File: src/rtl/edge_trigger_pkg.sv
// Shared constants and helpers for the multi-channel edge trigger.
package edge_trigger_pkg;

  localparam logic [1:0] MODE_OFF  = 2'b00;
  localparam logic [1:0] MODE_RISE = 2'b01;
  localparam logic [1:0] MODE_FALL = 2'b10;
  localparam logic [1:0] MODE_BOTH = 2'b11;

  // Ceiling log2; clog2(1) = 0, so callers apply their own minimum width.
  function automatic int unsigned clog2(input int unsigned value);
    int unsigned result;
    result = 0;
    for (int unsigned i = 0; i < 32; i++) begin
      if ((64'd1 << i) < 64'(value)) result = i + 1;
    end
    return result;
  endfunction

endpackage

File: src/rtl/edge_trigger_channel.sv
// One trigger channel: synchroniser, glitch filter, edge detect, sticky flag
// and saturating event counter.
module edge_trigger_channel
  import edge_trigger_pkg::*;
#(
  parameter int unsigned SYNC_STAGES   = 2,
  parameter int unsigned FILTER_CYCLES = 0,
  parameter int unsigned CNT_WIDTH     = 8
) (
  input  logic                 clk,
  input  logic                 rst,
  input  logic                 input_signal,
  input  logic [1:0]           mode,
  input  logic                 clear,
  output logic                 output_signal,
  output logic                 level,
  output logic                 event_flag,
  output logic [CNT_WIDTH-1:0] event_count
);

  localparam int unsigned FILT_W = (clog2(FILTER_CYCLES + 1) > 1) ? clog2(FILTER_CYCLES + 1) : 1;
  localparam logic [FILT_W-1:0]    FILT_MAX = FILT_W'(FILTER_CYCLES);
  localparam logic [CNT_WIDTH-1:0] CNT_MAX  = '1;

  logic [SYNC_STAGES-1:0] sync_q;
  logic [FILT_W-1:0]      filt_q;
  logic                   prev_q;
  logic                   s_c;
  logic                   rise_c;
  logic                   fall_c;
  logic                   fire_c;

  assign s_c    = sync_q[SYNC_STAGES-1];
  assign rise_c = level & ~prev_q;
  assign fall_c = ~level & prev_q;
  assign fire_c = (rise_c && (mode == MODE_RISE || mode == MODE_BOTH)) ||
                  (fall_c && (mode == MODE_FALL || mode == MODE_BOTH));

  always_ff @(posedge clk or posedge rst) begin
    if (rst) sync_q <= '0;
    else     sync_q <= {sync_q[SYNC_STAGES-2:0], input_signal};
  end

  // A new level is accepted only after it has differed for FILTER_CYCLES+1 edges.
  always_ff @(posedge clk or posedge rst) begin
    if (rst) begin
      level  <= 1'b0;
      filt_q <= '0;
    end else if (s_c != level) begin
      if (filt_q == FILT_MAX) begin
        level  <= s_c;
        filt_q <= '0;
      end else begin
        filt_q <= filt_q + FILT_W'(1);
      end
    end else begin
      filt_q <= '0;
    end
  end

  // Edge history runs regardless of mode; a pulse beats a simultaneous clear.
  always_ff @(posedge clk or posedge rst) begin
    if (rst) begin
      prev_q        <= 1'b0;
      output_signal <= 1'b0;
      event_flag    <= 1'b0;
      event_count   <= '0;
    end else begin
      prev_q        <= level;
      output_signal <= fire_c;
      if (fire_c) begin
        event_flag <= 1'b1;
        if (clear)                   event_count <= CNT_WIDTH'(1);
        else if (event_count != CNT_MAX) event_count <= event_count + CNT_WIDTH'(1);
      end else if (clear) begin
        event_flag  <= 1'b0;
        event_count <= '0;
      end
    end
  end

endmodule

File: src/rtl/edge_trigger_array.sv
// Multi-channel edge trigger: independent channels, each with its own mode,
// clear, level, flag and counter slice.
module edge_trigger_array
  import edge_trigger_pkg::*;
#(
  parameter int unsigned CHANNELS      = 4,
  parameter int unsigned SYNC_STAGES   = 2,
  parameter int unsigned FILTER_CYCLES = 0,
  parameter int unsigned CNT_WIDTH     = 8
) (
  input  logic                          clk,
  input  logic                          rst,
  input  logic [CHANNELS-1:0]           input_signal,
  input  logic [2*CHANNELS-1:0]         mode,
  input  logic [CHANNELS-1:0]           clear,
  output logic [CHANNELS-1:0]           output_signal,
  output logic [CHANNELS-1:0]           level,
  output logic [CHANNELS-1:0]           event_flag,
  output logic [CNT_WIDTH*CHANNELS-1:0] event_count
);

  localparam int unsigned MODE_W = $bits(MODE_OFF);

  for (genvar i = 0; i < CHANNELS; i++) begin : g_ch
    edge_trigger_channel #(
      .SYNC_STAGES  (SYNC_STAGES),
      .FILTER_CYCLES(FILTER_CYCLES),
      .CNT_WIDTH    (CNT_WIDTH)
    ) u_ch (
      .clk          (clk),
      .rst          (rst),
      .input_signal (input_signal[i]),
      .mode         (mode[MODE_W*i +: MODE_W]),
      .clear        (clear[i]),
      .output_signal(output_signal[i]),
      .level        (level[i]),
      .event_flag   (event_flag[i]),
      .event_count  (event_count[CNT_WIDTH*i +: CNT_WIDTH])
    );
  end

endmodule

File: config.mk
export PLATFORM = sky130hd
export DESIGN_NAME = edge_trigger_array
export DESIGN_NICKNAME = d
export VERILOG_FILES = /design/src/rtl/edge_trigger_pkg.sv /design/src/rtl/edge_trigger_channel.sv /design/src/rtl/edge_trigger_array.sv
export SDC_FILE = /design/constraint.sdc
export NUM_CORES = 1
export LEC_CHECK = 0
export ABC_AREA = 1
export CORE_MARGIN = 1
export CORE_UTILIZATION = 45
export DETAILED_ROUTE_END_ITERATION = 8
export PLACE_DENSITY = 0.73
export SLEW_MARGIN = 30
export SYNTH_ARGS = -nofsm -noshare
export SYNTH_HDL_FRONTEND = slang
export SYNTH_SLANG_ARGS = --single-unit
export TNS_END_PERCENT = 100
File: constraint.sdc
create_clock -name clk -period 2.97 [get_ports clk]
set_input_delay 0.297 -clock clk [delete_from_list [all_inputs] [get_ports clk]]
set_output_delay 0.297 -clock clk [all_outputs]
set_load 0.005 [all_outputs]
==> results_tabular.tex, run 1 <==
\begin{tabular}{lr}
\hline
Metric & Value \\
\hline
\multicolumn{2}{l}{\textbf{Yosys}} \\
Async set-reset flop share out of synthesis & 100\% \\
Flip-flop and latch count after synthesis & 56 \\
Number of enable flip-flop cells after synthesis & 0 \\
Mean Syn Cell Area & 8.35 µm² \\
Most numerous cell in the Yosys netlist & nand2\_1 \\
Area leader, netlist & dfrtp\_1 \\
Proportion of netlist area held by the largest area contributor & 51.0\% \\
Cell Area, Synth & 0.00275 mm² \\
Post-synthesis sequential area ratio & 51.0\% \\
Post-synth top cells & 89 x nand2\_1, 56 x dfrtp\_1, 47 x inv\_1, 28 x nand3\_1, 17 x nor2\_1 \\
Leading post-synthesis cells by cell area & dfrtp\_1 51\%, nand2\_1 12\%, inv\_1 6.4\% \\
Gate count of the mapped netlist & 329 \\
Netlist cell types & 31 \\
Post-Syn Nets & 351 \\
Main synth FF type & dfrtp\_1 \\
Synth warn & 0 \\
\multicolumn{2}{l}{\textbf{STA}} \\
Tightest Pin Transition & 610 ps \\
Slew margin rel. & 59.3\% \\
Fin crit share & 55.4\% \\
Highest Clock Rate & 607 MHz \\
Final setup skew & 3.60 ps \\
Final setup violation count & 0 \\
Number of hold violations in the final report & 0 \\
Sum of negative setup slack & 0 ps \\
Clock period minus worst slack & 1650 ps \\
Total count of max-transition violations in the final report & 0 \\
Setup repair after global routing missed its margin & false \\
\multicolumn{2}{l}{\textbf{Clock network}} \\
Hold buffer count at CTS & 0 \\
Number of clock sinks seen by CTS & 56 \\
H-tree Lvls & 2 \\
Skew-Pair Late Insertion Delay & 300 ps \\
Number of setup buffers added after CTS & 0 \\
CTS tree & yes \\
CTS buffer count & 5 \\
Buffer type at the clock tree root & clkbuf\_8 \\
Maximum number of buffers from clock root to sink & 2 \\
Clock-pin slew reported for the worst setup and hold paths after clock tree synthesis & 100 ps \\
Count of cells resized by post-cts repair & 0 \\
\multicolumn{2}{l}{\textbf{Finish}} \\
Share of layout cells above drive strength 1 & 7.57\% \\
Final layout net count & 404 \\
Number of antenna cells inserted & 0 \\
Signed area change from the synthesized netlist to the final layout & 25.9\% \\
\multicolumn{2}{l}{\textbf{Worst setup path}} \\
Worst reg2reg path endpoint & g\_ch[1].u\_ch.event\_count[2] \\
Required time at the worst-slack endpoint & 2670 ps \\
Cell with the largest stage delay on the worst path & clkdlybuf4s50\_1 \\
Setup crit end kind & primary output \\
Length in cells of the worst reg-to-reg path & 7 \\
Endpoint arrival time on the critical path & 1350 ps \\
Reg2Reg Launch Point & g\_ch[1].u\_ch.event\_count[0] \\
Number of buffers and inverters on the critical path & 1 \\
Crit path cell chain & clkdlybuf4s50\_1 \\
Setup crit start & g\_ch[2].u\_ch.event\_count[5] \\
Number of stages on the worst setup path & 1 \\
Register-to-register setup slack & 1450 ps \\
Category of the worst setup path launch point & flop \\
Category of the most critical setup path & reg -> out \\
Delay-heaviest family, CP & buffers and inverters \\
Slowest Stage Delay on Critical Path & 550 ps \\
Crit-path max FO & 7 \\
Critical Path End & event\_count[21] \\
\multicolumn{2}{l}{\textbf{Detailed routing}} \\
Drt via density & 4.99 \\
DRC violations left & 0 \\
Wire per inst & 11.9 µm \\
Vias & 2,285 \\
Pre-antenna DRT Iters & 4 \\
Post-detailed-routing wire length & 5.44 mm \\
Remaining antenna violation count after routing & 0 \\
DRC violation total after the first TritonRoute iteration & 107 \\
\multicolumn{2}{l}{\textbf{Die}} \\
Horizontal die dimension & 80.1 µm \\
Initial core utilization & 46.4\% \\
Placement Rows & 28 \\
Floorplan Core Area & 0.00592 mm² \\
Die area & 0.00642 mm² \\
IO Pins & 62 \\
Die height & 80.1 µm \\
\multicolumn{2}{l}{\textbf{GRT}} \\
Wire length of the first global-routing pass & 9.15 mm \\
GR Overflow Total & 0 \\
Number of antenna violations at the first check in global routing & 0 \\
Combined global-route utilization of all metal layers & 18.3\% \\
Number of global-route vias before repair & 2,129 \\
Pin count of the biggest net entering global routing & 30 \\
\multicolumn{2}{l}{\textbf{Pwr}} \\
Pwr per Cell Area & 402 mW/mm² \\
Largest vdd supply drop & 0.239 mV \\
Static power due to leakage & 1.69 nW \\
Overall power consumption & 1.39 mW \\
\multicolumn{2}{l}{\textbf{Outcome}} \\
Outcome & complete, no violations \\
\multicolumn{2}{l}{\textbf{Placement}} \\
Total of buffers placed on input and output ports & 61 \\
Final estimated routing congestion in global placement & 0.906 \\
Sum of net half-perimeters after detailed placement & 3.94 mm \\
\multicolumn{2}{l}{\textbf{Min path}} \\
Worst Hold Class & reg -> reg \\
\multicolumn{2}{l}{\textbf{Job}} \\
Max cap viols & 0 \\
\hline
\end{tabular}
==> routing by layer <==
metal | wire, µm | up-vias | GRT usage (%)
li1 | - | 1142 | -
met1 | 2480 | 1075 | 21.9
met2 | 2680 | 66 | 31.9
met3 | 253 | 2 | 4.55
met4 | 34 | 0 | 6.25
met5 | 0 | - | 0
==> worst min path at each step <==
stage,cells past startpoint,to,startpoint,slack [ps]
finish,0,g_ch[3].u_ch.level,g_ch[3].u_ch.sync_q[1],360
global route,0,g_ch[2].u_ch.level,g_ch[2].u_ch.sync_q[1],360
CTS,0,g_ch[3].u_ch.level,g_ch[3].u_ch.sync_q[1],360
detailed placement,0,g_ch[2].u_ch.level,g_ch[2].u_ch.sync_q[1],330
global placement,0,g_ch[1].u_ch.sync_q[1],g_ch[1].u_ch.sync_q[0],330
floorplan,0,g_ch[0].u_ch.sync_q[0],input_signal[0],330
==> worst reg2reg max path: stages (launching register included) <==
cell     delay [ps]
dfrtp_1         460
ha_1            240
nand2_1         130
inv_1           120
nand3_4         140
nand2_4          80
o21ai_0         190
nor2_1           60
==> stage by stage <==
| stage | util, % | instance area [µm²] | hold WS [ps] | std cells | setup slack, ps |
|---|---|---|---|---|---|
| floorplan | - | 2750 | 328 | 329 | 1300 |
| global placement | 56.8 | 3370 | 332 | 450 | 1370 |
| detailed placement | 56.8 | 3370 | 335 | 450 | 1270 |
| CTS | 58.4 | 3460 | 358 | 458 | 1310 |
| global route | 58.4 | 3460 | 364 | 458 | 1230 |
| finish | 58.4 | 3460 | 355 | 458 | 1320 |
==> layout make-up <==
class	count	area, µm²
Tap cell	75	93.8
Multi-Input combinational cell	208	1060
Clock inverter	2	10.0
Clock buffer	6	82.6
Timing Repair Buffer	62	631
Inverter	49	184
Sequential cell	56	1400
Fill cell	526	2460
==> power by group <==
| group | switching (mW) | internal (mW) | total [mW] |
|---|---|---|---|
| sequential | 0.0224 | 0.791 | 0.813 |
| combinational | 0.0791 | 0.0789 | 0.158 |
| clock | 0.233 | 0.187 | 0.420 |
==> cells by family (layout without fill, tap and decap cells) <==
logic type / after synthesis / after routing / synth area share (%)
compound gates: 34 / 34 / 7.38
xor+xnor: 4 / 4 / 1.28
simple gates: 166 / 166 / 28.0
fa+ha+maj: 4 / 4 / 1.82
buf+inv: 65 / 119 / 10.5
flops: 56 / 56 / 51.0
==> state kept, by name, summed over array words and instances (netlist names) <==
name	cells
g_ch.u_ch.sync_q	8
g_ch.u_ch.output_signal	4
g_ch.u_ch.level	4
g_ch.u_ch.event_count	32
g_ch.u_ch.event_flag	4
g_ch.u_ch.prev_q	4
==> cells in the final DEF, fill, tap and decap left out <==
| cell | n |
|---|---|
| nand2_1 | 89 |
| clkdlybuf4s50_1 | 61 |
| dfrtp_1 | 56 |
| inv_1 | 46 |
| nand3_1 | 28 |
| nor2_1 | 17 |
| o21ai_0 | 15 |
| nand4_1 | 14 |
| a21oi_1 | 8 |
| clkbuf_8 | 6 |
| nand2_2 | 5 |
| ha_1 | 4 |
| inv_2 | 3 |
| o21ai_1 | 3 |
| nor3_1 | 3 |
| nor2_4 | 2 |
| nor2_2 | 2 |
| o211ai_1 | 2 |
| or2_2 | 2 |
| xor2_1 | 2 |
| xnor2_1 | 2 |
| clkinv_2 | 2 |
| nand3b_1 | 1 |
| nand3_4 | 1 |
| nand2_4 | 1 |
| o21ai_2 | 1 |
| o21a_1 | 1 |
| nand4_2 | 1 |
| o21ai_4 | 1 |
| a31o_2 | 1 |
| o2111ai_1 | 1 |
| a21o_1 | 1 |
| buf_12 | 1 |
Power figures use the tool's default switching activity.
==> inputs of run 2 (changes only) <==
- PLACE_DENSITY: 0.73 -> 0.76
- clock period: 2.97 -> 1.4 ns (I/O delays scaled with it)
==> run 2 against run 1 <==
Combinational power rose to 2.7 times the previous value. Largest cell class unchanged. Clock skew about the same. Routed wire length up 13%. Cell count up 9.6%. Register-to-register slack worse by 1400 ps. Sequential power up 110%. Sequential share of layout area down 4.6 points. Utilization up 8.0 points. Die area unchanged. Via count up 9.1%. Clock-buffer cell count up 2.
==> results_tabular.tex, run 2 (synthesized netlist as in run 1, its figures left out) <==
\begin{tabular}{lr}
\hline
Metric & Value \\
\hline
\multicolumn{2}{l}{\textbf{STA}} \\
Highest Clock Rate & 727 MHz \\
Slew margin rel. & 79.8\% \\
Total count of max-transition violations in the final report & 0 \\
Clock period minus worst slack & 1380 ps \\
Fin crit share & 98.3\% \\
Number of hold violations in the final report & 0 \\
Setup repair after global routing missed its margin & true \\
Final setup violation count & 0 \\
Final setup skew & 3.56 ps \\
Tightest hold margin & 133 ps \\
Tightest Pin Transition & 302 ps \\
\multicolumn{2}{l}{\textbf{Die}} \\
Die height & 80.1 µm \\
Horizontal die dimension & 80.1 µm \\
IO Pins & 62 \\
Initial core utilization & 46.4\% \\
Die area & 0.00642 mm² \\
Placement Rows & 28 \\
Floorplan Core Area & 0.00592 mm² \\
\multicolumn{2}{l}{\textbf{GRT}} \\
Pin count of the biggest net entering global routing & 22 \\
Combined global-route utilization of all metal layers & 18.9\% \\
Wire length of the first global-routing pass & 9.58 mm \\
Number of antenna violations at the first check in global routing & 0 \\
GR Overflow Total & 0 \\
Number of global-route vias before repair & 2,214 \\
\multicolumn{2}{l}{\textbf{Finish}} \\
Area taken by multi-input logic gates & 0.00116 mm² \\
Most used cells in the layout excluding fill and tap cells & 84 x nand2\_1, 48 x dfrtp\_1, 45 x inv\_1 \\
Final layout net count & 448 \\
Largest reg by FF count & g\_ch.u\_ch.event\_count \\
Commonest non-fill, non-tap cell in the layout & nand2\_1 \\
Share of layout cells above drive strength 1 & 21.8\% \\
Post-Layout Cell Count & 502 \\
Reg area & 0.00141 mm² \\
Signed area change from the synthesized netlist to the final layout & 43.2\% \\
Fillers & 490 \\
Number of antenna cells inserted & 0 \\
Top Registers & g\_ch.u\_ch.event\_count (32), g\_ch.u\_ch.sync\_q (8) \\
Flip-flop count of the largest register, all copies and words added & 32 \\
\multicolumn{2}{l}{\textbf{Clock network}} \\
CTS buffer count & 5 \\
Number of clock sinks seen by CTS & 56 \\
Clock-pin slew reported for the worst setup and hold paths after clock tree synthesis & 100 ps \\
H-tree Lvls & 2 \\
Maximum number of buffers from clock root to sink & 2 \\
Buffer type at the clock tree root & clkbuf\_8 \\
Skew-Pair Late Insertion Delay & 290 ps \\
CTS tree & yes \\
Hold buffer count at CTS & 0 \\
\multicolumn{2}{l}{\textbf{Worst setup path}} \\
Category of the most critical setup path & reg -> out \\
Delay-heaviest family, CP & buffers and inverters \\
Cell with the largest stage delay on the worst path & clkdlybuf4s50\_1 \\
Number of buffers and inverters on the critical path & 1 \\
Register-to-register setup slack & 60 ps \\
Reg2Reg Launch Point & g\_ch[3].u\_ch.event\_count[1] \\
Crit-path max FO & 5 \\
Length in cells of the worst reg-to-reg path & 7 \\
Setup crit end kind & primary output \\
Worst reg2reg path endpoint & g\_ch[3].u\_ch.event\_count[4] \\
Endpoint arrival time on the critical path & 1240 ps \\
Crit path cell chain & clkdlybuf4s50\_1 \\
Category of the worst setup path launch point & flop \\
Required time at the worst-slack endpoint & 1260 ps \\
Slowest Stage Delay on Critical Path & 520 ps \\
\multicolumn{2}{l}{\textbf{Detailed routing}} \\
Wire per inst & 12.3 µm \\
Post-detailed-routing wire length & 6.17 mm \\
Remaining antenna violation count after routing & 0 \\
DRC violation total after the first TritonRoute iteration & 148 \\
DRC violations left & 0 \\
Pre-antenna DRT Iters & 4 \\
Drt via density & 4.96 \\
Vias & 2,492 \\
\multicolumn{2}{l}{\textbf{Placement}} \\
Total of buffers placed on input and output ports & 61 \\
Sum of net half-perimeters after detailed placement & 4.32 mm \\
Final estimated routing congestion in global placement & 0.885 \\
Placed Cells incl. Taps & 471 \\
\multicolumn{2}{l}{\textbf{Pwr}} \\
Overall power consumption & 3.03 mW \\
Pwr per Cell Area & 772 mW/mm² \\
Largest vdd supply drop & 0.550 mV \\
Static power due to leakage & 2.09 nW \\
\multicolumn{2}{l}{\textbf{Outcome}} \\
Outcome & complete, no violations \\
\multicolumn{2}{l}{\textbf{Job}} \\
Max cap viols & 0 \\
\multicolumn{2}{l}{\textbf{Min path}} \\
Worst Hold Class & in -> async \\
\hline
\end{tabular}
## run 2: changes by cell type in the layout (fill, tap and decap cells not counted), sizes merged, moves of 2 or more
cell           previous run  this run
clkdlybuf4s50            61        44
clkbuf                    6         8
clkinv                    2         0
dlymetal6s2s              0         9
buf                       1        44
dlygate4sd2               0         8
## run 2: worst max path at each step
| stage | startpoint | cells after the start | to | slack, ps |
|---|---|---|---|---|
| floorplan | g_ch[0].u_ch.event_count[0] | 8 | g_ch[0].u_ch.event_count[1] | 90 |
| global placement | mode[2] | 8 | g_ch[1].u_ch.event_count[5] | -40 |
| detailed placement | mode[2] | 8 | g_ch[1].u_ch.event_count[5] | -70 |
| CTS | g_ch[3].u_ch.event_count[1] | 7 | g_ch[3].u_ch.event_count[4] | 0.6 |
| global route | g_ch[3].u_ch.event_count[0] | 7 | g_ch[3].u_ch.event_count[4] | -30 |
| finish | g_ch[2].u_ch.event_count[2] | 1 | event_count[18] | 20 |
## run 2: area by class of cell
cell class              instances  share of cell area [%]
repair buffers                105                    25.1
multi-input cells             209                    29.5
inverters                      49                    4.84
well taps                      75                    2.39
clock buffers                   8                    2.29
flip-flops and latches         56                    35.9
## run 2: stage by stage
step / setup TNS, ps / utilization (%) / instance area, µm² / setup WS, ps
after global placement: -56.7 / 59.8 / 3540 / -35.7
after global routing: -178 / 66.4 / 3930 / -27.7
final: 0 / 66.4 / 3930 / 23.7
after CTS: 0 / 62.3 / 3690 / 0.647
after detailed placement: -133 / 59.8 / 3540 / -70.4
after floorplan: 0 / - / 2750 / 92.6
## run 2: repair_timing
item | in CTS | in global routing
gates cloned | 0 | 1
setup buffers | 7 | 15
pin swaps | 0 | 8
endpoints found under the setup margin | 19 | 42
resized for setup | 15 | 38
## run 2: power by group
group          switching (mW)  internal [mW]
Combinational           0.209          0.220
Clock                   0.483          0.405
Sequential             0.0394           1.68
Total                   0.732           2.30
## run 2: metal layers
metal  up-vias  wire length [µm]  global-route usage (%)
li1       1233                 -                       -
met4         0                40                    5.89
met1      1191              2690                    23.6
met3         2               262                    3.41
met2        66              3180                    33.2
met5         -                 0                       0
